===== src/rtl/fsm_shift_ctrl.sv =====
//==============================================================================
// Module      : fsm_shift_ctrl
// Description : Programmable shift-enable controller for the serial
//               configuration path. Issues a DEFAULT_LEN-cycle shift_ena burst
//               out of reset, then runs start-requested bursts of a runtime
//               length with a done pulse and abort support.
//               Optional feature macro: FSM_SHIFT_RETRIGGER_EN
//               (when defined, start during a burst reloads the count).
// Revision    : 1.0 - initial release
//==============================================================================
`default_nettype none

module fsm_shift_ctrl #(
  parameter int CNT_W       = 8,
  parameter int DEFAULT_LEN = 4
) (
  input  logic             clk,
  input  logic             resetn,
  input  logic             start,
  input  logic [CNT_W-1:0] len,
  input  logic             abort,
  output logic             shift_ena,
  output logic             busy,
  output logic             done,
  output logic [CNT_W-1:0] remaining
);

  typedef enum logic [1:0] {
    ST_IDLE  = 2'd0,
    ST_SHIFT = 2'd1,
    ST_DONE  = 2'd2
  } state_t;

  localparam logic [CNT_W-1:0] C_ONE         = {{(CNT_W-1){1'b0}}, 1'b1};
  localparam logic [CNT_W-1:0] C_DEFAULT_LEN = CNT_W'(DEFAULT_LEN);
  localparam logic             C_RST_SHIFT   = (DEFAULT_LEN > 0);
  localparam state_t           C_RST_STATE   = (DEFAULT_LEN > 0) ? ST_SHIFT : ST_IDLE;

  state_t           state_q, state_d;
  logic [CNT_W-1:0] count_q, count_d;

  logic             shift_ena_q, shift_ena_d;
  logic             busy_q,      busy_d;
  logic             done_q,      done_d;
  logic [CNT_W-1:0] remaining_q, remaining_d;

  // State and count register; reset launches the post-reset burst.
  always_ff @(posedge clk) begin
    if (!resetn) begin
      state_q <= C_RST_STATE;
      count_q <= C_DEFAULT_LEN;
    end else begin
      state_q <= state_d;
      count_q <= count_d;
    end
  end

  // Next-state and next-count logic: abort beats start, start beats counting.
  always_comb begin
    state_d = state_q;
    count_d = count_q;
    case (state_q)
      ST_SHIFT: begin
        if (abort) begin
          state_d = ST_IDLE;
          count_d = '0;
        end
`ifdef FSM_SHIFT_RETRIGGER_EN
        else if (start) begin
          if (len != '0) begin
            count_d = len;
          end else begin
            state_d = ST_DONE;
            count_d = '0;
          end
        end
`endif
        else if (count_q == C_ONE) begin
          // Last enabled cycle: the count never goes below one, so no wrap.
          state_d = ST_DONE;
          count_d = '0;
        end else begin
          count_d = count_q - C_ONE;
        end
      end
      default: begin
        // IDLE, DONE and any unreachable encoding behave alike; abort is a no-op.
        if (start) begin
          if (len != '0) begin
            state_d = ST_SHIFT;
            count_d = len;
          end else begin
            // Zero-length burst still reports completion.
            state_d = ST_DONE;
            count_d = '0;
          end
        end else begin
          state_d = ST_IDLE;
          count_d = '0;
        end
      end
    endcase
  end

  // Moore output decode from the next state so the outputs can be registered.
  always_comb begin
    shift_ena_d = (state_d == ST_SHIFT);
    busy_d      = (state_d == ST_SHIFT);
    done_d      = (state_d == ST_DONE);
    remaining_d = (state_d == ST_SHIFT) ? count_d : '0;
  end

  // Output registers, loaded with the decode of the reset state under reset.
  always_ff @(posedge clk) begin
    if (!resetn) begin
      shift_ena_q <= C_RST_SHIFT;
      busy_q      <= C_RST_SHIFT;
      done_q      <= 1'b0;
      remaining_q <= C_DEFAULT_LEN;
    end else begin
      shift_ena_q <= shift_ena_d;
      busy_q      <= busy_d;
      done_q      <= done_d;
      remaining_q <= remaining_d;
    end
  end

  assign shift_ena = shift_ena_q;
  assign busy      = busy_q;
  assign done      = done_q;
  assign remaining = remaining_q;

endmodule

`default_nettype wire


===== config.mk =====
export PLATFORM = sky130hd
export DESIGN_NAME = fsm_shift_ctrl
export DESIGN_NICKNAME = d
export VERILOG_FILES = /design/src/rtl/fsm_shift_ctrl.sv
export SDC_FILE = /design/constraint.sdc
export NUM_CORES = 1
export LEC_CHECK = 0
export CAP_MARGIN = 20
export CORE_MARGIN = 2
export CORE_UTILIZATION = 30
export DETAILED_ROUTE_END_ITERATION = 12
export GPL_ROUTABILITY_DRIVEN = 0
export PLACE_DENSITY = 0.57
export SLEW_MARGIN = 20
export SYNTH_ARGS = -nofsm -noshare
export SYNTH_HDL_FRONTEND = slang
export SYNTH_SLANG_ARGS = --single-unit

===== constraint.sdc =====
create_clock -name clk -period 2.4 [get_ports clk]
set_input_delay 0.6 -clock clk [delete_from_list [all_inputs] [get_ports clk]]
set_output_delay 0.6 -clock clk [all_outputs]
set_load 0.02 [all_outputs]

==> flow_summary.ini <==
[global_routing]
grt_antenna_before_repair = 0
grt_pass1_vias = 629
global_route.usage.total_pct = 12.14
global_route_wire_length_before_repair_mm = 2.932
grt_overflow = 0
grt_start_max_net_pins = 15

[clock_tree]
cts.sink_count = 20
clk_pin_slew_ps = 120
numCtsBuffers = 3
ctsRootBufferMaster = sky130_fd_sc_hd__clkbuf_4
cts-htree-levels = 1
worst_skew_pair.late_latency_ps = 300
clk_path_buf_depth = 2
post_cts_hold_buffer_count = 0
cts.repair_timing.setup_buffer_count = 0
postCtsResizedCells = 0
tritoncts = built

[detailed_routing]
first_pass_iteration_count_of_the_detailed_router = 4
num_vias = 685
drt-initial-drc-count = 7
vias_per_cell = 4.928
drc_errors = 0
routed_wire_length_per_instance_um = 12.42
drtAntennaViolNets = 0
routed_wirelength_mm = 1.726

[yosys]
number_of_enable_flip_flop_cells_after_synthesis = 0
synth.ff_latch_count = 20
synthArstFlopShare_pct = 0
ys_dominant_reg_cell = sky130_fd_sc_hd__dfxtp_1
ys_seq_area_share_pct = 49.84
post_synthesis_cells = 85
syn-num-nets = 99
synthesis.yosys.warnings = 0
mappedNetlistArea_um2 = 803.3
post_synth_num_cell_types = 28
avgSynthCellArea_um2 = 9.450

[power]
pwr-share-clk_pct = 33.7
p_leak_nw = 0.4219
p_comb_share_pct = 20.7
power_density_mw_per_mm2 = 737.8
finalPower_mw = 0.8160
intPower_mw = 0.6086
switchingPower_mw = 0.2074
maximum_vdd_drop_v = 0.0003711
part_of_the_total_power_dissipated_in_sequential_elements_pct = 45.6
power_switching_share_pct = 25.42

[finish]
final_cell_count_no_fill = 139
drive_gt1_share_pct = 7.339
areaGrowthSynthToFinish_pct = 37.69
insertedDiodeCount = 0
num-fill-cells = 262
nNetsFinal = 124
layout_common_cells = 22 x sky130_fd_sc_hd__clkdlybuf4s50_1, 20 x sky130_fd_sc_hd__dfxtp_1, 10 x sky130_fd_sc_hd__nand2_1
final_common_cell = sky130_fd_sc_hd__clkdlybuf4s50_1

[setup_path]
critical_path_fanout_max = 2
cp_num_buf_inv = 1
worst_path_dominant_cell_family = buffers and inverters
cp.arrival_ps = 1250
worstReg2RegEnd = remaining[1]
timing.reg2reg.setup_slack_ps = 720
crit_required_ps = 1800
critical_path.cell_chain = clkdlybuf4s50_1
timing.critical_path.slowest_cell_delay_ps = 600
critPathKind = reg -> out
cp.depth = 1
rr_worst_depth = 4
rr_startpoint = count_q[5]
crit_end_category = primary output
worstSetupStartpointType = register
worst_path_cell_with_the_longest_stage_delay = sky130_fd_sc_hd__clkdlybuf4s50_1

[floorplanning]
die_outline_area_mm2 = 0.003108
fp-row-count = 18
die_width_um = 55.75
io_pins = 23
floorplan.die.height_um = 55.75
initial_core_util_pct = 32.13
placeableCoreArea_mm2 = 0.002500

[outcome]
status = completed

[min_path]
holdCritStartpoint = count_q[7]
hold_path_end = remaining[7]
hold_class = reg -> reg
worst_hold_path.num_cells = 2

[placed_design]
hpwl_mm = 1.319
placed_cells_incl_taps = 135
buffer_ports.inserted = 22

[sta]
worst_slew_margin_rel_pct = 69.76
period_needed_ps = 1854
grt_setup_unrepaired = false
max_slew.worst_pin.slew_ps = 449.5
fmaxAchievable_mhz = 539.2
tns_ps = 0
finalSetupViolCount = 0
final-max-slew-violation-count = 0
holdWs_ps = 644.3
fin_worst_skew_ps = 6.090
hold_violations = 0
fraction_of_the_cycle_the_final_worst_path_needs_pct = 77.27

[flow_run]
cap_violations = 0
==> synth_stat cells (2+ instances only) <==
cell type                  count  area share, %
sky130_fd_sc_hd__nor4_1        3            2.3
sky130_fd_sc_hd__inv_1         5            2.3
sky130_fd_sc_hd__xnor2_1       2            2.2
sky130_fd_sc_hd__xor2_1        2            2.2
sky130_fd_sc_hd__a21oi_1       2            1.2
sky130_fd_sc_hd__a22oi_1       4            3.7
sky130_fd_sc_hd__ha_1          2            3.1
sky130_fd_sc_hd__nor3b_1       2            1.9
sky130_fd_sc_hd__a221o_1       2            2.5
sky130_fd_sc_hd__dfxtp_1      20             50
sky130_fd_sc_hd__nand2_1      10            4.7
sky130_fd_sc_hd__nor2_1        8            3.7
sky130_fd_sc_hd__o22ai_1       4            3.1
sky130_fd_sc_hd__nor3_1        2            1.2
sky130_fd_sc_hd__a211oi_1      2            1.9
sky130_fd_sc_hd__nand2b_1      2            1.6
sky130_fd_sc_hd__clkbuf_1      2           0.93
==> cell type report <==
cell class | count | area [um2] | share of cell area [%]
Clock inverter | 1 | 30.03 | 2.715
Inverter | 5 | 18.77 | 1.697
Timing Repair Buffer | 23 | 227.7 | 20.59
Clock buffer | 3 | 22.52 | 2.036
Tap cell | 30 | 37.54 | 3.394
Sequential cell | 20 | 400.4 | 36.20
Multi-Input combinational cell | 57 | 369.1 | 33.37
==> cells by family (layout without fill, tap and decap cells) <==
kind of cell | count (synthesis) | in the layout | share of synthesized area [%]
AND/OR/NAND/NOR | 32 | 32 | 20.25
XOR/XNOR | 4 | 4 | 4.362
adder cells (fa/ha/maj) | 2 | 2 | 3.115
buffers and inverters | 8 | 32 | 4.207
AO/OA/AOI/OAI | 19 | 19 | 18.22
flip-flops | 20 | 20 | 49.84
==> per-layer routing <==
| metal | vias to the layer above | routed length [um] | track usage [%] |
|---|---|---|---|
| met4 | 0 | 35 | 7.317 |
| met3 | 4 | 81 | 2.558 |
| met5 | - | 0 | 0 |
| met2 | 14 | 766 | 17.86 |
| met1 | 311 | 843 | 16.17 |
| li1 | 356 | - | - |
==> state kept, by name (all words and copies together), names as in the netlist <==
register   cells
count_q        8
done           1
remaining      8
busy           1
state_q        2
==> stage by stage <==
stage               worst slack [ps]  instance area (um2)  util (%)
floorplan                      827.6                803.3         -
global placement               304.5                 1054     42.14
finish                         545.5                 1106     44.24
detailed placement             320.5                 1054     42.14
CTS                            519.6                 1106     44.24
global route                   489.8                 1106     44.24
==> power groups by stage <==
stage | clock, mW | combinational [mW] | sequential, mW
2_1_floorplan | 0 | 0.0899 | 0.393
3_3_place_gp | 0 | 0.169 | 0.380
3_5_place_dp | 0 | 0.169 | 0.380
4_1_cts | 0.285 | 0.170 | 0.372
5_1_grt | 0.291 | 0.184 | 0.376
6_report | 0.275 | 0.169 | 0.372
==> worst max path at each step <==
stage | endpoint | from
after floorplan | count_q[2] | count_q[5]
after global placement | remaining[1] | len[2]
after detailed placement | remaining[1] | len[2]
after CTS | busy | busy
after global routing | busy | busy
final | busy | busy
Power figures use the tool's default switching activity.
